### config.mk
export PLATFORM = sky130hd
export DESIGN_NAME = clkx_bus_arb
export DESIGN_NICKNAME = d
export VERILOG_FILES = /design/src/rtl/clkx_bus_arb.sv
export SDC_FILE = /design/constraint.sdc
export NUM_CORES = 1
export LEC_CHECK = 0
export ABC_AREA = 1
export CAP_MARGIN = 20
export CELL_PAD_IN_SITES_DETAIL_PLACEMENT = 1
export CELL_PAD_IN_SITES_GLOBAL_PLACEMENT = 2
export CORE_MARGIN = 2
export CORE_UTILIZATION = 25
export DETAILED_ROUTE_END_ITERATION = 8
export GPL_ROUTABILITY_DRIVEN = 0
export PLACE_DENSITY_LB_ADDON = 0.1
export REMOVE_ABC_BUFFERS = 1
export SLEW_MARGIN = 30
export SYNTH_ARGS = -nofsm -noshare
export SYNTH_HDL_FRONTEND = slang
export SYNTH_SLANG_ARGS = --single-unit
### constraint.sdc
create_clock -name clk_src -period 6.1 [get_ports clk_src]
set_input_delay 0.915 -clock clk_src [delete_from_list [all_inputs] [get_ports clk_src]]
set_output_delay 0.915 -clock clk_src [all_outputs]
set_load 0.005 [all_outputs]
### src/rtl/clkx_bus_arb.sv
// Source-domain round-robin arbiter in front of one clkx_bus crossing.
// Each issue is followed by a fixed hold-off, so updates never outrun the crossing.
module clkx_bus_arb #(
   parameter int unsigned NREQ  = 4,
   parameter int unsigned WIDTH = 16,
   parameter int unsigned GAP   = 12
) (
   input  logic                                    clk_src,
   input  logic                                    rst_clk_src_n,
   input  logic [NREQ-1:0]                         req_src,
   input  logic [NREQ*WIDTH-1:0]                   data_src,
   output logic [NREQ-1:0]                         ack_src,
   output logic [WIDTH-1:0]                        bus_src,
   output logic                                    bus_new_src,
   output logic [((NREQ > 1) ? $clog2(NREQ) : 1)-1:0] bus_id_src,
   output logic                                    busy_src
);

   localparam int unsigned ID_W  = (NREQ > 1) ? $clog2(NREQ) : 1;
   localparam int unsigned CNT_W = (GAP > 2) ? $clog2(GAP) : 1;

   localparam logic [CNT_W-1:0] CNT_LOAD = CNT_W'(GAP - 1);
   localparam logic [CNT_W-1:0] CNT_ONE  = CNT_W'(1);
   localparam logic [ID_W-1:0]  LAST_ID  = ID_W'(NREQ - 1);

   localparam logic [0:0] ST_IDLE = 1'b0;
   localparam logic [0:0] ST_HOLD = 1'b1;

   logic [0:0]       state, state_nxt;
   logic [CNT_W-1:0] cnt, cnt_nxt;
   logic [ID_W-1:0]  rr_ptr, rr_ptr_nxt;
   logic [NREQ-1:0]  ack_nxt;
   logic [WIDTH-1:0] bus_nxt;
   logic             bus_new_nxt;
   logic [ID_W-1:0]  bus_id_nxt;
   logic             busy_nxt;

   logic             found;
   logic [ID_W-1:0]  win;
   logic [WIDTH-1:0] win_data;

   // Round-robin search starting at rr_ptr, wrapping at NREQ (not at 2**ID_W).
   always_comb begin : p_pick
      int unsigned idx;
      found    = 1'b0;
      win      = '0;
      win_data = '0;
      idx      = 0;
      for (int unsigned j = 0; j < NREQ; j++) begin
         idx = 32'(rr_ptr) + j;
         if (idx >= NREQ) idx = idx - NREQ;
         if (!found && req_src[ID_W'(idx)]) begin
            found    = 1'b1;
            win      = ID_W'(idx);
            win_data = data_src[idx*WIDTH +: WIDTH];
         end
      end
   end

   // Next-state and registered-output values.
   always_comb begin
      state_nxt   = state;
      cnt_nxt     = cnt;
      rr_ptr_nxt  = rr_ptr;
      ack_nxt     = '0;
      bus_nxt     = bus_src;
      bus_new_nxt = 1'b0;
      bus_id_nxt  = bus_id_src;
      busy_nxt    = 1'b0;
      case (state)
         ST_IDLE: begin
            if (found) begin
               state_nxt   = ST_HOLD;
               cnt_nxt     = CNT_LOAD;
               rr_ptr_nxt  = (win == LAST_ID) ? '0 : win + ID_W'(1);
               ack_nxt     = NREQ'(1) << win;
               bus_nxt     = win_data;
               bus_new_nxt = 1'b1;
               bus_id_nxt  = win;
               busy_nxt    = 1'b1;
            end
         end
         ST_HOLD: begin
            if (cnt == CNT_ONE) begin
               state_nxt = ST_IDLE;
               cnt_nxt   = '0;
            end else begin
               cnt_nxt  = cnt - CNT_ONE;
               busy_nxt = 1'b1;
            end
         end
         default: begin
            state_nxt = ST_IDLE;
            cnt_nxt   = '0;
         end
      endcase
   end

   always_ff @(posedge clk_src or negedge rst_clk_src_n) begin
      if (!rst_clk_src_n) begin
         state       <= ST_IDLE;
         cnt         <= '0;
         rr_ptr      <= '0;
         ack_src     <= '0;
         bus_src     <= '0;
         bus_new_src <= 1'b0;
         bus_id_src  <= '0;
         busy_src    <= 1'b0;
      end else begin
         state       <= state_nxt;
         cnt         <= cnt_nxt;
         rr_ptr      <= rr_ptr_nxt;
         ack_src     <= ack_nxt;
         bus_src     <= bus_nxt;
         bus_new_src <= bus_new_nxt;
         bus_id_src  <= bus_id_nxt;
         busy_src    <= busy_nxt;
      end
   end

endmodule
# Word-level counts from Yosys, hierarchy flattened

Index checks and enable logic that the tools add are counted.

$add $sub $neg: 9
Order comparisons: 8
Equal/unequal tests: 3
Shift-type cells: 5
Multiplexer cells: 34
Bitwise gates (word level): 1
Reductions and logical operators: 7

Operators by type and width:

| cell                | count |
|---|---|
| $shiftx 64x33->16   | 4 |
| $mux 28             | 4 |
| $mux 16             | 4 |
| $mux 4              | 4 |
| $lt 2x3->1 const B  | 4 |
| $sub 3x3->4 const B | 3 |
| $mux 1              | 11 |
| $mux 2              | 5 |
| $ge 3x3->1 const B  | 3 |
| $bmux 1 s2          | 4 |
| $pmux 4 s2          | 1 |
| $add 2x2->3 const B | 2 |
| $eq 4x1->1 const B  | 1 |
| $shl 1x2->4 const A | 1 |
| $sub 2x3->4 const B | 1 |
| $sub 4x1->4 const B | 1 |
| $add 2x1->3 const B | 1 |
| $ge 2x3->1 const B  | 1 |
| $logic_and 1x1->1   | 3 |
| $logic_not 1->1     | 3 |
| $add 2x1->2 const B | 1 |
| $eq 2x2->1 const B  | 1 |
| $ne 2x2->1 const B  | 1 |
| $pmux 1 s2          | 1 |
| 2 further kinds     | 2 |

Register bits after elaboration: 30
Input port bits: 70
Output and inout port bits: 24
Logic and storage cells: 74

# Depth between registers and ports, before layout

Word-level depth: 17
Gate-level depth with buffers: 17
Depth with buffers taken out: 14

# Worst setup path after synthesis

Ideal clock, no wire load.

Path type: register to register
From: register rr_ptr[1]
To: register rr_ptr[1]
Library setup time: 124 ps
Arrival: 2621 ps
Data required time: 5976 ps
Path slack: 3355 ps
Stages on the path, launching flop included: 17
Buffers on the path: 4
Period minus slack after synthesis: 2745 ps
Cells stage by stage: dfrtp_1 buf_2 inv_1 buf_2 buf_2 ha_1 buf_2 nand3_1 nand2_1 nand2_1 nor2_2 nand3_1 nand2_1 inv_1 ha_1 nand2_1 o21ai_1

Longest elaborated chain between the ends: 16
Elaborated cells on any way between the ends: 41
Classes of those cells: 8 x add/sub; 4 x order compare; 1 x eq/ne; 21 x mux; 7 x reduce/logical

Ends and longest elaborated chain:

| item                                                                 | line | text |
|---|---|---|
| from (decl)                                                          | 31   | `logic [ID_W-1:0] rr_ptr, rr_ptr_nxt;` |
| from (signal assigned)                                               | 112  | `rr_ptr <= rr_ptr_nxt;` |
| parallel branches: the longest is 13 deep, another holds $sub 3x3->4 | -    |  |
| $mux 2 *                                                             | 52   | `if (!found && req_src[ID_W'(idx)]) begin` |
| named net win[1]                                                     | 39   | `logic [ID_W-1:0] win;` |
| $add 2x1->2 / $eq 2x2->1 (equally long branches)                     | 75   | `rr_ptr_nxt = (win == LAST_ID) ? '0 : win + ID_W'(1);` |
| $mux 2 *                                                             | 75   |  |

Mark *: on every way through the listed nets, which the timed path passes. The select of a mux whose other input is x is not followed.
A chain may end at the register's enable or synchronous reset.

# Worst setup path in the final report

From: register rr_ptr[1]
To: register bus_id_src[1] (netlist name)

Longest elaborated chain between the ends: 15
Elaborated cells on any way between the ends: 38
Classes of those cells: 7 x add/sub; 4 x order compare; 20 x mux; 7 x reduce/logical

Ends and longest elaborated chain:

| item                                                                 | line | text |
|---|---|---|
| parallel branches: the longest is 15 deep, another holds $sub 3x3->4 | -    |  |
| to (signal assigned)                                                 | 116  | `bus_id_src <= bus_id_nxt;` |
| to (decl)                                                            | 15   | `output logic [((NREQ > 1) ? $clog2(NREQ) : 1)-1:0] bus_id_src,` |

Parallel ways; which one is timed is not known. The select of a mux whose other input is x is not followed.

==> results.py <==
metrics = {
    "worst_setup_path": {
        "critPathTopFamily": "buffers and inverters",
        "critPathMaxStageDelay_ns": 0.56,
        "crit_path_end_kind": "flop",
        "critPathSlowestCell": "nor2_4",
        "rr_worst_depth": 14,
        "required_ns": 6.27,
        "startpoint_type": "flop",
        "worst-setup-path-type": "reg2reg",
        "path_max_fanout": 39,
        "cp_num_buf_inv": 6,
        "cp_num_cells": 14,
        "critical_path_arrival_ns": 4.28,
        "cp_cell_sequence": "buf_4 -> inv_1 -> buf_4 -> ha_1 -> buf_4 -> clkinv_1 -> nand2_1 -> nand2_1 -> nor2_4 -> nand3_2 -> nand2_4 -> inv_2 -> nand3_1 -> nand2_1",
    },
    "layout": {
        "fin_util_pct": 32.8,
        "n_fill_cell": 2141,
        "postLayoutCellArea_um2": 5220,
        "instances_no_fill": 1037,
        "drive_gt1_share_pct": 5.60,
        "antenna_cells": 0,
        "area_growth_syn_to_layout_pct": 28.4,
        "fin_nets": 901,
    },
    "grt": {
        "grt_pass1_vias": 5073,
        "antenna_found_initial": 0,
        "grtUsageTotal_pct": 18.1,
        "grt_pass1_wl_mm": 25.6,
        "overflow": 0,
        "grt_max_degree": 67,
    },
    "timing": {
        "worst_pin_slew_ns": 0.957,
        "rsz0062_at_grt": "no",
        "slew-limit-headroom_pct": 36.1,
        "fin_skew_ns": 0.00413,
        "fmax_ghz": 0.243,
        "fin_crit_sh_pct": 67.5,
        "final_hold_viol_count": 0,
        "finalMaxSlewViolations": 0,
        "setup-violations-final": 0,
        "tns_ns": 0,
        "period_needed_ns": 4.11,
        "setup_ws_ns": 1.99,
    },
    "synth": {
        "ys_types": 30,
        "synth_common_cells": "304 x nand2_1, 141 x nand3_1, 95 x inv_1",
        "ys_ff_latch": 30,
        "syn_area_um2": 4060,
        "synth.top_cell.area_share_pct": 28.1,
        "ys_async_sr_fraction_pct": 100,
        "synth_edf_count": 0,
        "yosysTopAreaCell": "nand2_1",
        "seq_area_frac_synth_pct": 18.5,
        "syn_avg_cell_area_um2": 5.35,
        "synth_flop_cell": "dfrtp_1",
        "netlist_top_cells_area": "nand2_1 28%, dfrtp_1 18%, nand3_1 17%",
        "synth_warnings": 0,
        "syn_inst": 759,
        "synth_most_common_cell": "nand2_1",
    },
    "detailed_routing": {
        "wl_per_cell_um": 14.9,
        "num_vias": 4825,
        "drc_errors": 0,
        "dr.pass1.iters": 5,
        "routed_wl_mm": 15.5,
        "drt-initial-drc-count": 129,
        "drt-vias-per-instance": 4.65,
        "antenna_left": 0,
    },
    "placement": {
        "dp_slack_ns": 1.96,
        "dp_hpwl_mm": 10.9,
        "portBuffers": 93,
        "place_area_um2": 5060,
        "dp.cells": 1029,
    },
    "cts": {
        "post_cts_buffers": 0,
        "cts_tree": "done",
        "clkLatencyLatePin_ns": 0.27,
        "numCtsBuffers": 5,
        "cts.sinks": 30,
        "cts_repair_resize_count": 0,
        "cts-root-buf": "clkbuf_16",
        "htree_num_levels": 2,
        "path_clk_slew_ns": 0.06,
        "holdBufCountCts": 0,
        "max-clock-path-buffers": 2,
    },
    "job": {
        "cap_violations": 0,
    },
    "die": {
        "core_area_um2": 15900,
        "die_area_um2": 17300,
        "fp.dieW_um": 131,
        "die_height_um": 131,
        "io_pins": 94,
        "start_util_pct": 25.6,
        "num_rows": 46,
    },
    "power": {
        "p_leak_nw": 2.89,
        "power_density_nw_per_um2": 606,
        "ir_drop_uv": 207,
    },
    "hold_path": {
        "hold_depth": 2,
        "hold_path.class": "reg2reg",
    },
    "status": {
        "status": "complete, no violations",
    },
}
report_power, final:
part	internal [W]	switching, W	leakage [nW]
combinational	0.000844	0.00168	2.45
clock	0.000161	0.0000927	0.0729
sequential	0.000293	0.0000925	0.375
total	0.00130	0.00186	2.89
worst min-delay path: stages, from the launching register on:
cell and delay (ns):
dfrtp_1 0.34, nand2_1 0.06, nand2_1 0.05
metrics by stage:
step / total power (W) / hold WS (ns)
after floorplan: 0.00205 / 0.472
after global placement: 0.00289 / 0.467
after detailed placement: 0.00294 / 0.469
after CTS: 0.00322 / 0.484
after global routing: 0.00356 / 0.511
final: 0.00316 / 0.485
per-layer routing:
layer	share of wire, %	wire length (um)	vias to the layer above	track usage, %
met5	0	0	-	0
met2	48	7490	86	32.7
met3	3.6	551	4	2.08
met1	48	7360	2256	23.8
met4	0.41	63	0	1.93
li1	-	-	2479	-
cell families after synthesis:
logic type	after synthesis	share of synthesized area (%)
buffers and inverters	146	15.3
adders and majority gates	11	3.39
xor gates and xnor gates	2	0.431
AOI/OAI and AO/OA	37	5.82
DFF	30	18.5
and+or+nand+nor	533	56.5
cell type report:
class	count	area (um^2)	share of cell area [%]
clock buffers	6	139	2.66
repair buffers	99	971	18.6
well taps	216	270	5.18
flip-flops and latches	30	752	14.4
clock inverters	2	12.5	0.240
multi-input cells	583	2690	51.6
inverters	101	379	7.27
flip-flops by register name, indices dropped and copies added (netlist names):
signal	count
ack_src	4
bus_id_src	2
bus_new_src	1
bus_src	16
cnt	4
rr_ptr	2
state	1
cell usage in the layout, fill, tap and decap left out:
| cell type | netlist | layout |
|---|---|---|
| nand2_2 | 3 | 3 |
| clkbuf_16 | 0 | 5 |
| a21oi_1 | 4 | 4 |
| buf_2 | 24 | 1 |
| buf_4 | 2 | 6 |
| nand3_2 | 5 | 5 |
| o21ai_1 | 1 | 1 |
| a22oi_1 | 1 | 1 |
| clkdlybuf4s50_1 | 0 | 92 |
| clkbuf_8 | 0 | 1 |
| o21ai_0 | 17 | 17 |
| ha_1 | 11 | 11 |
| and2_1 | 2 | 2 |
| a31oi_1 | 1 | 1 |
| dfrtp_1 | 30 | 29 |
| nor2_2 | 1 | 2 |
| clkinv_1 | 2 | 2 |
| dfrtp_2 | 0 | 1 |
| inv_1 | 95 | 95 |
| nor2_4 | 1 | 1 |
| nand3_1 | 141 | 141 |
| xnor2_1 | 1 | 1 |
| o211ai_1 | 1 | 1 |
| inv_2 | 4 | 4 |
| nor2_1 | 59 | 58 |
| a21oi_2 | 12 | 12 |
| clkinv_2 | 0 | 1 |
| nor2_8 | 1 | 1 |
| xor2_1 | 1 | 1 |
| nand2_4 | 2 | 2 |
| clkinvlp_4 | 0 | 1 |
| nand2_1 | 304 | 304 |
| nand4_1 | 14 | 14 |
final timing paths:
check,end,slack (ns),startpoint
max in group asynchronous,rr_ptr[0]$_DFFE_PN0P_,4.87,rst_clk_src_n
worst min-delay path,bus_src[15]$_DFFE_PN0P_,0.49,bus_src[15]$_DFFE_PN0P_
worst min register to register,bus_src[15]$_DFFE_PN0P_,0.49,bus_src[15]$_DFFE_PN0P_
min in group asynchronous,bus_src[4]$_DFFE_PN0P_,0.71,rst_clk_src_n
worst max register to register,bus_id_src[1]$_DFFE_PN0P_,1.99,rr_ptr[1]$_DFFE_PN0P_
worst max-delay path,bus_id_src[1]$_DFFE_PN0P_,1.99,rr_ptr[1]$_DFFE_PN0P_
No activity file was read; power rests on OpenSTA's default activity.
